<file path="src/rtl/dig_code_scan.sv">
// Multi-channel digit-to-code mapper with shadow registers, a clock-divided
// channel scanner (or channel hold), and fully registered outputs.
module dig_code_scan #(
  parameter  int CHANNELS = 4,
  parameter  int IN_W     = 4,
  parameter  int OUT_W    = 8,
  parameter  int MAX_CODE = 8,
  parameter  int SCAN_DIV = 50000,
  localparam int CH_W     = (CHANNELS > 1) ? $clog2(CHANNELS) : 1
) (
  input  logic                     iCLK,
  input  logic                     iRST,
  input  logic [CHANNELS*IN_W-1:0] iDIG,
  input  logic                     iLOAD,
  input  logic                     iMODE,
  input  logic [CH_W-1:0]          iCH,
  output logic [OUT_W-1:0]         oHEX_D,
  output logic [CHANNELS-1:0]      oSEL,
  output logic                     oFRAME
);

  localparam int DIV_W = (SCAN_DIV > 1) ? $clog2(SCAN_DIV) : 1;

  logic [IN_W-1:0]  r_shadow [CHANNELS];
  logic [DIV_W-1:0] r_div_cnt;
  logic [CH_W-1:0]  r_ch_idx;

  logic [CH_W-1:0]     w_ch_sel;
  logic                w_step;
  logic                w_wrap;
  logic [OUT_W-1:0]    w_code;
  logic [CHANNELS-1:0] w_onehot;

  // Codes 1..MAX_CODE pass through; 0 and anything above MAX_CODE saturate.
  function automatic logic [OUT_W-1:0] map_code(input logic [IN_W-1:0] v);
    if (v == '0 || int'(v) > MAX_CODE) return OUT_W'(MAX_CODE);
    return OUT_W'(v);
  endfunction

  // NOTE: every signal written in always_comb gets a default first, so no path
  // through the block can leave it unassigned and infer a latch.
  always_comb begin
    w_ch_sel = r_ch_idx;
    if (iMODE) begin
      w_ch_sel = (int'(iCH) > CHANNELS - 1) ? CH_W'(CHANNELS - 1) : iCH;
    end
  end

  assign w_step   = !iMODE && (r_div_cnt == DIV_W'(SCAN_DIV - 1));
  assign w_wrap   = w_step && (r_ch_idx == CH_W'(CHANNELS - 1));
  assign w_code   = map_code(r_shadow[w_ch_sel]);
  assign w_onehot = CHANNELS'(1) << w_ch_sel;

  // NOTE: the shadow array is small and drives the outputs right after reset,
  // so it is cleared by the async reset like any other register (not left as
  // an unreset RAM).
  always_ff @(posedge iCLK or posedge iRST) begin
    if (iRST) begin
      for (int k = 0; k < CHANNELS; k++) r_shadow[k] <= '0;
    end else if (iLOAD) begin
      for (int k = 0; k < CHANNELS; k++) r_shadow[k] <= iDIG[k*IN_W +: IN_W];
    end
  end

  // NOTE: sequential state uses non-blocking assignments so every register
  // samples pre-edge values, independent of statement order.
  always_ff @(posedge iCLK or posedge iRST) begin
    if (iRST) begin
      r_div_cnt <= '0;
      r_ch_idx  <= '0;
    end else if (!iMODE) begin
      if (w_step) begin
        r_div_cnt <= '0;
        r_ch_idx  <= w_wrap ? '0 : r_ch_idx + CH_W'(1);
      end else begin
        r_div_cnt <= r_div_cnt + DIV_W'(1);
      end
    end
  end

  // Outputs reflect the channel selected before this edge: one clock latency.
  always_ff @(posedge iCLK or posedge iRST) begin
    if (iRST) begin
      oHEX_D <= '0;
      oSEL   <= '0;
      oFRAME <= 1'b0;
    end else begin
      oHEX_D <= w_code;
      oSEL   <= w_onehot;
      oFRAME <= w_wrap;
    end
  end

endmodule

</file>
<file path="config.mk">
export PLATFORM = sky130hd
export DESIGN_NAME = dig_code_scan
export DESIGN_NICKNAME = d
export VERILOG_FILES = /design/src/rtl/dig_code_scan.sv
export SDC_FILE = /design/constraint.sdc
export NUM_CORES = 1
export LEC_CHECK = 0
export ABC_AREA = 1
export CORE_MARGIN = 4
export CORE_UTILIZATION = 35
export DETAILED_ROUTE_END_ITERATION = 16
export PLACE_DENSITY_LB_ADDON = 0.1
export SLEW_MARGIN = 20
export SYNTH_ARGS = -nofsm -noshare
export SYNTH_HDL_FRONTEND = slang
export SYNTH_SLANG_ARGS = --single-unit
export TNS_END_PERCENT = 30
</file>
<file path="constraint.sdc">
create_clock -name iCLK -period 1.7 [get_ports iCLK]
set_input_delay 0.34 -clock iCLK [delete_from_list [all_inputs] [get_ports iCLK]]
set_output_delay 0.34 -clock iCLK [all_outputs]
set_load 0.05 [all_outputs]
</file>
-- Yosys cells after proc, flatten, opt, wreduce, memory -nomap -nowiden
Index checks and enable logic that the tools add are counted.
- add/sub/neg operators: 2
- bitwise gates (word level): 2
- eq/ne operators: 2
- order comparisons: 2
- shift-type cells: 1
- multiplexer cells: 9
- reduce and logical (&&, ||, !) cells: 6
- operators with widths (operator ; count):
    adder 16 x 1 -> 16 bit (second input constant) ; 1
    equality test 16 bit (second input constant) ; 1
    two-way mux 16 bit ; 1
    two-way mux 8 bit ; 2
    binary-select mux 4 bit (select 2 bit) ; 1
    two-way mux 4 bit ; 2
    greater-than comparator 4 bit (second input constant) ; 1
    logical NOT 4 bit ; 1
    two-way mux 2 bit ; 2
    << shifter 1 x 2 -> 4 bit (first input constant) ; 1
    >= comparator 3 bit (second input constant) ; 1
    inverter 2 -> 3 bit ; 1
    adder 2 x 1 -> 2 bit (second input constant) ; 1
    equality test 2 bit (second input constant) ; 1
    logical AND 1 bit ; 2
    AND reduction 2 bit ; 1
    logical NOT 1 bit ; 1
    logical OR 1 bit ; 1
    two-way mux 1 bit ; 1
    inverter 1 bit ; 1
- word-level logic and storage cells: 33
- register bits after elaboration: 47
- output and inout port bits: 13

-- Longest topological paths before layout
Gate-level depths: netlist of run 1.
- depth in word-level cells: 9
- depth in mapped cells: 9
- mapped depth without buffers: 9

-- Worst setup path before layout of run 1
Ideal clock, no wire load.
- path kind: reg-to-reg
- start: register r_div_cnt[0]
- end: register r_div_cnt[8]
- period minus slack after synthesis: 1324 ps
- stages on the path, launching flop included: 9
- library setup time: 115 ps
- buffers on the path: 0
- setup slack: 376 ps
- arrival time: 1209 ps
- cells stage by stage: dfrtp_1 -> ha_1 -> nand3_2 -> nor2_4 -> nand2_4 -> nor2_4 -> or2_2 -> inv_1 -> nor2_1
- word-level cells in the longest chain between the ends: 3
- ends and longest elaborated chain (what ; line ; RTL):
    start, declared ; 25 ; logic [DIV_W-1:0] r_div_cnt;
    start signal, assigned ; 76 ; r_div_cnt <= r_div_cnt + DIV_W'(1);
    parallel branches: the longest is 2 deep, another holds adder 16 x 1 -> 16 bit ; - ;
    two-way mux 16 bit * ; 72 ; if (w_step) begin
Mark *: on every way between the ends.
A chain may end at the register's enable or synchronous reset.

-- Worst setup path in the final report of run 1
- start: input port iMODE
- end: register oHEX_D[3]
- word-level cells in the longest chain between the ends: 9
- ends and longest elaborated chain (what ; line ; RTL):
    start, declared ; 15 ; input logic iMODE,
    two-way mux 2 bit * ; 44 ; if (iMODE) begin
    inverter 2 -> 3 bit (implied by the code) * ; 51 ; assign w_code = map_code(r_shadow[w_ch_sel]);
    binary-select mux 4 bit (select 2 bit) * ; 51 ;
    two-way mux 4 bit (implied by the code) * (2 in a row) ; 51 ;
    greater-than comparator 4 bit / logical NOT 4 bit (equally long branches) ; 36 ; if (v == '0 || int'(v) > MAX_CODE) return OUT_W'(MAX_CODE);
    logical OR 1 bit ; 36 ;
    two-way mux 1 bit ; 36 ;
    two-way mux 8 bit * ; 37 ; return OUT_W'(v);
    net w_code[3] ; 31 ; logic [OUT_W-1:0] w_code;
    end signal, assigned ; 88 ; oHEX_D <= w_code;
    end, declared ; 17 ; output logic [OUT_W-1:0] oHEX_D,
The timed path passes the listed nets; every way through them passes the cells marked *. The select of a mux whose other input is x is not followed.

==> summary.md, run 1 <==
| Metric | Value |
|---|---|
| Synthesis Warnings | 0 |
| CTS tree | yes |
| Worst hold path type | input port to async pin |
| Number of core rows | 28 |
| Synth Area in Compound Gates | 2.40% |
| Vias/cell | 4.58 |
| CORE AREA | 0.00606 mm² |
| Routed Antenna Nets | 0 |
| Post-Layout Inst Area | 0.00277 mm² |
| Drt drc | 0 |
| TritonCTS Buffers | 5 |
| Fillers | 599 |
| Wire per inst | 11.9 µm |
| Final Cycle Share | 88.5% |
| Crit-path max FO | 8 |
| Synth top area cells | dfrtp_1 (48%), nand2_1 (9.9%), mux2_2 (7.5%) |
| Synth unique cells | 25 |
| Post-synth top area share | 48.0% |
| Total wire length | 4.56 mm |
| Die Y | 88.1 µm |
| Final Skew | 0.00310 ns |
| Vias in the first global route | 1,644 |
| Clk pin slew, worst setup/hold paths | 0.08 ns |
| Starting DRT DRC Count | 94 |
| CTS Buffer Depth | 2 |
| Peak VDD IR | 0.441 mV |
| Status | complete, no violations |
| H-tree Lvls | 2 |
| Post-synthesis mux area share | 7.53% |
| Top Ports | 35 |
| Area grow syn2layout | 23.3% |
| DRT Pass-1 Iters | 4 |
| CTS Hold Buffers Added | 0 |
| PD cells | 859 mW/mm² |
| Post-Synth XOR/XNOR Area | 1.95% |
| Antenna violations before repair | 0 |
| CP Class | input port to flop |
| Post-synthesis sequential area ratio | 48.0% |
| Yosys top cell by area | dfrtp_1 |
| R2r setup slk | 0.20 ns |
| Post-Syn Area | 0.00224 mm² |
| GRT overflow | 0 |
| I/O Buffers | 30 |
| Crit path cell chain | clkdlybuf4s50_1 > inv_2 > nand2_1 > nand2_2 > nor2_4 > nand2_1 > nand2_1 > nor2_1 > nand3_1 > nand2_1 |
| Leakage | 1.44 nW |
| RSZ-0062 raised after global routing | no |
| Cell Area, Placed | 0.00268 mm² |
| # Post-CTS Setup Buffers | 0 |
| Clock root cell | clkbuf_8 |
| Crit start category | input port |
| Clk_lat worst skew | 0.30 ns |
| Crit path DAT | 1.70 ns |
| Adder-Cell Fraction of Synth Area | 1.12% |
| Share of cells above drive strength 1 | 20.1% |
| Max Freq | 665 MHz |
| Final Critical Period | 1.50 ns |
| Crit-path slowest cell | clkdlybuf4s50_1 |
| Flops & latches, synth | 43 |
| Die width | 88.1 µm |
| TNS Setup | 0 ns |
| Initial cell density of the core | 37.0% |
| First-pass GRT wire length | 7.71 mm |
| Total track usage | 12.8% |
| Crit path top cell by count | nand2_1 |
| Critical path required time | 1.90 ns |
| RePlAce Congestion | 0.808 |
| Max-cap violation count | 0 |
| Die area | 0.00775 mm² |
| Post-Synth Simple-Gate Area | 29.2% |
| Setup-failing EPs final | 0 |
| Mapped Cells | 264 |
| Via count | 1,753 |
| Diodes inserted | 0 |
| Final HPWL DP | 3.47 mm |
| Crit end category | flop |
| Post-cts sizing count | 0 |
| Max Slew Vio Count | 0 |
| Final hold violation count | 0 |
| CP max stage delay | 0.56 ns |
| Largest net degree at the start of global routing | 44 |
| Synthesized area per cell | 8.50 µm² |
| Final core occ | 45.6% |
| Largest family of logic cells by synthesized area | simple AND/OR/NAND/NOR gates |
| Layout Nets | 331 |
| Clock Sinks | 43 |
metal layers:
| layer | GRT usage, % | routed length (µm) | vias up |
|---|---|---|---|
| li1 | - | - | 911 |
| met1 | 18.6 | 2410 | 800 |
| met2 | 18.3 | 1850 | 33 |
| met3 | 3.48 | 231 | 9 |
| met4 | 4.53 | 71 | 0 |
| met5 | 0 | 0 | - |
power breakdown:
| part | internal [W] | switching [W] |
|---|---|---|
| clock network | 0.000287 | 0.000352 |
| registers | 0.00113 | 0.0000980 |
| logic | 0.000215 | 0.000294 |
path summary, 6_finish.rpt:
kind                                     startpoint                         to  cells after the start
max reg2reg                r_div_cnt[0]$_DFFE_PP0N_  r_div_cnt[12]$_DFFE_PP0N_                      9
max in group asynchronous                      iRST   r_div_cnt[6]$_DFFE_PP0N_                      3
max                                           iMODE        oHEX_D[3]$_DFF_PP0_                     10
min in group iCLK          r_shadow[14]$_DFFE_PP0P_   r_shadow[14]$_DFFE_PP0P_                      1
min                                            iRST          oSEL[0]$_DFF_PP0_                      3
min reg2reg                r_shadow[14]$_DFFE_PP0P_   r_shadow[14]$_DFFE_PP0P_                      1
critical path, delay by kind of cell:
family                 cells  cell delay [ns]
and+or+nand+nor            8             0.71
buffers and inverters      2             0.65
logic make-up after synthesis:
logic type / after synthesis
compound gates: 10
xor+xnor: 5
fa+ha+maj: 2
buf+inv: 51
flops: 43
mux: 15
other cells: 1
simple gates: 137
cells in the mapped netlist:
cell / instances
o21ai_0: 6
buf_4: 6
nor2_4: 3
dfrtp_1: 43
conb_1: 1
a21oi_1: 2
ha_1: 2
or2_2: 1
o21ai_1: 1
nor3_2: 1
xor2_1: 5
nand3_1: 27
nand4_1: 7
nor3_1: 4
buf_2: 3
inv_1: 40
nor2_1: 24
nand3_2: 4
inv_2: 2
a21oi_2: 1
nand2_4: 2
mux2_2: 15
nor2_2: 1
nand2_1: 59
nand2_2: 4
layout make-up:
cell class	instances	area, µm²	share of cell area, %
Multi-Input combinational cell	173	961	34.7
Sequential cell	43	1080	38.9
Clock buffer	6	72.6	2.62
Clock inverter	2	12.5	0.452
Timing Repair Buffer	42	393	14.2
Inverter	42	158	5.70
Tap cell	75	93.8	3.39
flip-flops by register name, summed over array words and instances, names as in the netlist:
name / cells
r_shadow: 16
r_div_cnt: 16
oHEX_D: 4
oSEL: 4
oFRAME: 1
r_ch_idx: 2
through the flow:
| stage | power (W) | std cells | worst slack, ns | hold WS, ns |
|---|---|---|---|---|
| global placement | 0.00176 | 375 | -0.0924 | 0.495 |
| global route | 0.00252 | 383 | 0.0734 | 0.422 |
| finish | 0.00238 | 383 | 0.195 | 0.393 |
| CTS | 0.00243 | 383 | 0.179 | 0.397 |
| detailed placement | 0.00177 | 375 | -0.117 | 0.496 |
| floorplan | 0.00159 | 267 | 0.357 | 0.461 |
cell usage in the layout, fill, tap and decap left out, drive strengths merged:
cell type / instances
clkinvlp: 1
dfrtp: 43
nand2: 65
mux2: 15
nor3: 5
nand4: 7
clkbuf: 6
or2: 1
clkdlybuf4s50: 21
xor2: 5
inv: 42
ha: 2
nor2: 28
clkinv: 1
buf: 21
o21ai: 7
a21oi: 3
conb: 4
nand3: 31
(Power assumes the default switching activity.)
==> inputs of run 2 (changes only) <==
Settings changed: ABC_AREA 1 to not set.
==> summary.md, run 2 <==
| Metric | Value |
|---|---|
| Status | complete, no violations |
| Share of cells above drive strength 1 | 33.5% |
| R2r setup slk | 0.07 ns |
| Number of core rows | 27 |
| Area occupied by multi-input gates | 835 µm² |
| Post-synthesis sequential area ratio | 54.5% |
| Yosys top cell by area | dfrtp_1 |
| CORE AREA | 0.00547 mm² |
| Mapped Cells | 150 |
| Most frequent cells in the layout | dfrtp_1 (43), buf_4 (29), clkdlybuf4s50_1 (19), mux2_2 (18), nor2_1 (9) |
| Final hold violation count | 0 |
| Critical path required time | 1.93 ns |
| CP max stage delay | 0.57 ns |
| Synth cell count leaders | dfrtp_1 (43), mux2_2 (18), nor2_1 (9) |
| Vias/cell | 4.66 |
| Synthesis Warnings | 0 |
| Die width | 83.1 µm |
| Pwr Total | 0.00239 W |
| Worst hold path type | input port to async pin |
| CTS tree | yes |
| Total track usage | 12.0% |
| # Post-CTS Setup Buffers | 0 |
| Leading cell type in the layout, fill and taps excluded | dfrtp_1 |
| Crit-path slowest cell | mux4_2 |
| Flops & latches, synth | 43 |
| Crit path DAT | 1.86 ns |
| Final Critical Period | 1.63 ns |
| Async set-or-reset flop fraction in the synthesized netlist | 100% |
| Largest net degree at the start of global routing | 44 |
| Vias in the first global route | 1,373 |
| Clk_lat worst skew | 0.29 ns |
| Die area | 0.00690 mm² |
| Synthesized area per cell | 13.2 µm² |
| Sequential Area | 0.00108 mm² |
| Clk pin slew, worst setup/hold paths | 0.08 ns |
| Most used DFF post-synth | dfrtp_1 |
| Leakage | 1.16 nW |
| Clock root cell | clkbuf_8 |
| Crit path cell chain | mux2i_4 > mux4_2 > nor3_2 > or2_1 |
| Fillers | 517 |
| Max Freq | 615 MHz |
| Diodes inserted | 0 |
| Most common cell in the netlist | dfrtp_1 |
| CTS Hold Buffers Added | 0 |
| Synth unique cells | 37 |
| DRT Pass-1 Iters | 4 |
| Max Slew Vio Count | 0 |
| Crit-path max FO | 5 |
| Peak VDD IR | 0.553 mV |
| Initial cell density of the core | 36.1% |
| Total wire length | 3.85 mm |
| Post-Syn Area | 0.00197 mm² |
| H-tree Lvls | 2 |
| EDFF count, synth | 0 |
| Final Cycle Share | 95.7% |
| Via count | 1,282 |
| RSZ-0062 raised after global routing | yes |
| Top Ports | 35 |
| Crit end category | flop |
| I/O Buffers | 30 |
| Antenna violations before repair | 0 |
| Drt drc | 0 |
| Wire per inst | 14.0 µm |
| TritonCTS Buffers | 5 |
| CTS Buffer Depth | 2 |
| Synth top area cells | dfrtp_1 (55%), mux2_2 (10%), mux4_2 (4.6%) |
| Starting DRT DRC Count | 40 |
| Die Y | 83.1 µm |
| CP Class | flop to flop |
| Layout Nets | 226 |
| RePlAce Congestion | 0.766 |
| Clock Sinks | 43 |
| Setup-failing EPs final | 0 |
| PD cells | 931 mW/mm² |
| Final HPWL DP | 2.95 mm |
| Top Registers | r_div_cnt x16, r_shadow x16 |
| Routed Antenna Nets | 0 |
| FF-to-FF path depth | 4 |
| Crit start category | flop |
| GRT overflow | 0 |
| TNS Setup | 0 ns |
| Final Skew | 0.00766 ns |
| First-pass GRT wire length | 6.51 mm |
| Area grow syn2layout | 29.9% |
| Max-cap violation count | 0 |
| Post-synth top area share | 54.5% |
run 2: cell types whose count changed after synthesis, moves of 4 or more:
cell,previous run,this run
nand2_1,59,5
inv_1,40,4
nand3_1,27,2
nor2_1,24,9
o21ai_0,6,0
xnor2_1,0,6
nor2b_1,0,5
mux4_2,0,4
nand2_2,4,0
nand3_2,4,0
run 2: repair_timing:
| item | CTS | global route |
|---|---|---|
| pin swaps | 0 | 2 |
| resized for setup | 4 | 2 |
| endpoints found under the setup margin | 9 | 4 |
run 2: kinds of logic (layout without fill, tap and decap cells):
kind of cell | count (synthesis) | after routing | share of synthesized area, %
AO/OA/AOI/OAI | 5 | 5 | 1.90
other | 1 | 4 | 0.190
multiplexers | 24 | 24 | 16.5
AND/OR/NAND/NOR | 49 | 49 | 15.5
flip-flops | 43 | 43 | 54.5
adder cells (fa/ha/maj) | 2 | 2 | 1.27
XOR/XNOR | 12 | 12 | 5.33
buffers and inverters | 14 | 64 | 4.76
run 2: worst max-delay path, delay by kind of cell, from the launching register on:
family / cells / cell delay (ns)
mux: 2 / 0.85
simple gates: 2 / 0.29
flops: 1 / 0.41
run 2: per-stage QoR:
| step | hold slack [ns] | instance area [µm²] | utilization [%] | std cells | setup slack, ns |
|---|---|---|---|---|---|
| after global placement | 0.486 | 2460 | 45.0 | 267 | -0.499 |
| after detailed placement | 0.492 | 2460 | 45.0 | 267 | -0.528 |
| after floorplan | 0.464 | 1990 | - | 153 | 0.00907 |
| after global routing | 0.450 | 2560 | 46.8 | 275 | -0.0135 |
| after CTS | 0.428 | 2550 | 46.7 | 275 | 0.0356 |
| final | 0.420 | 2560 | 46.8 | 275 | 0.0729 |
run 2: worst paths after layout:
path,startpoint,end
worst max-delay path,r_ch_idx[0]$_DFFE_PP0P_,oHEX_D[3]$_DFF_PP0_
worst min-delay path,iRST,r_shadow[8]$_DFFE_PP0P_
worst max register to register,r_ch_idx[0]$_DFFE_PP0P_,oHEX_D[3]$_DFF_PP0_
worst min register to register,r_div_cnt[13]$_DFFE_PP0N_,r_div_cnt[13]$_DFFE_PP0N_
max in group asynchronous,iRST,r_shadow[7]$_DFFE_PP0P_
min in group iCLK,r_div_cnt[13]$_DFFE_PP0N_,r_div_cnt[13]$_DFFE_PP0N_
run 2: layout make-up:
cell class	instances	share of cell area, %
Inverter	4	0.586
Sequential cell	43	42.0
Clock inverter	1	0.195
Timing Repair Buffer	52	18.2
Clock buffer	7	2.98
Tap cell	72	3.52
Multi-Input combinational cell	96	32.6
run 2: metal layers:
metal / GRT usage [%] / share of wire [%]
met1: 16.2 / 48
met2: 18.1 / 46
met3: 3.87 / 5.3
met4: 4.46 / 1.6
met5: 0 / 0
run 2: where the power goes:
group / internal (W) / total (W) / switching [W]
clock: 0.000288 / 0.000617 / 0.000328
sequential: 0.00114 / 0.00122 / 0.0000794
combinational: 0.000272 / 0.000549 / 0.000277
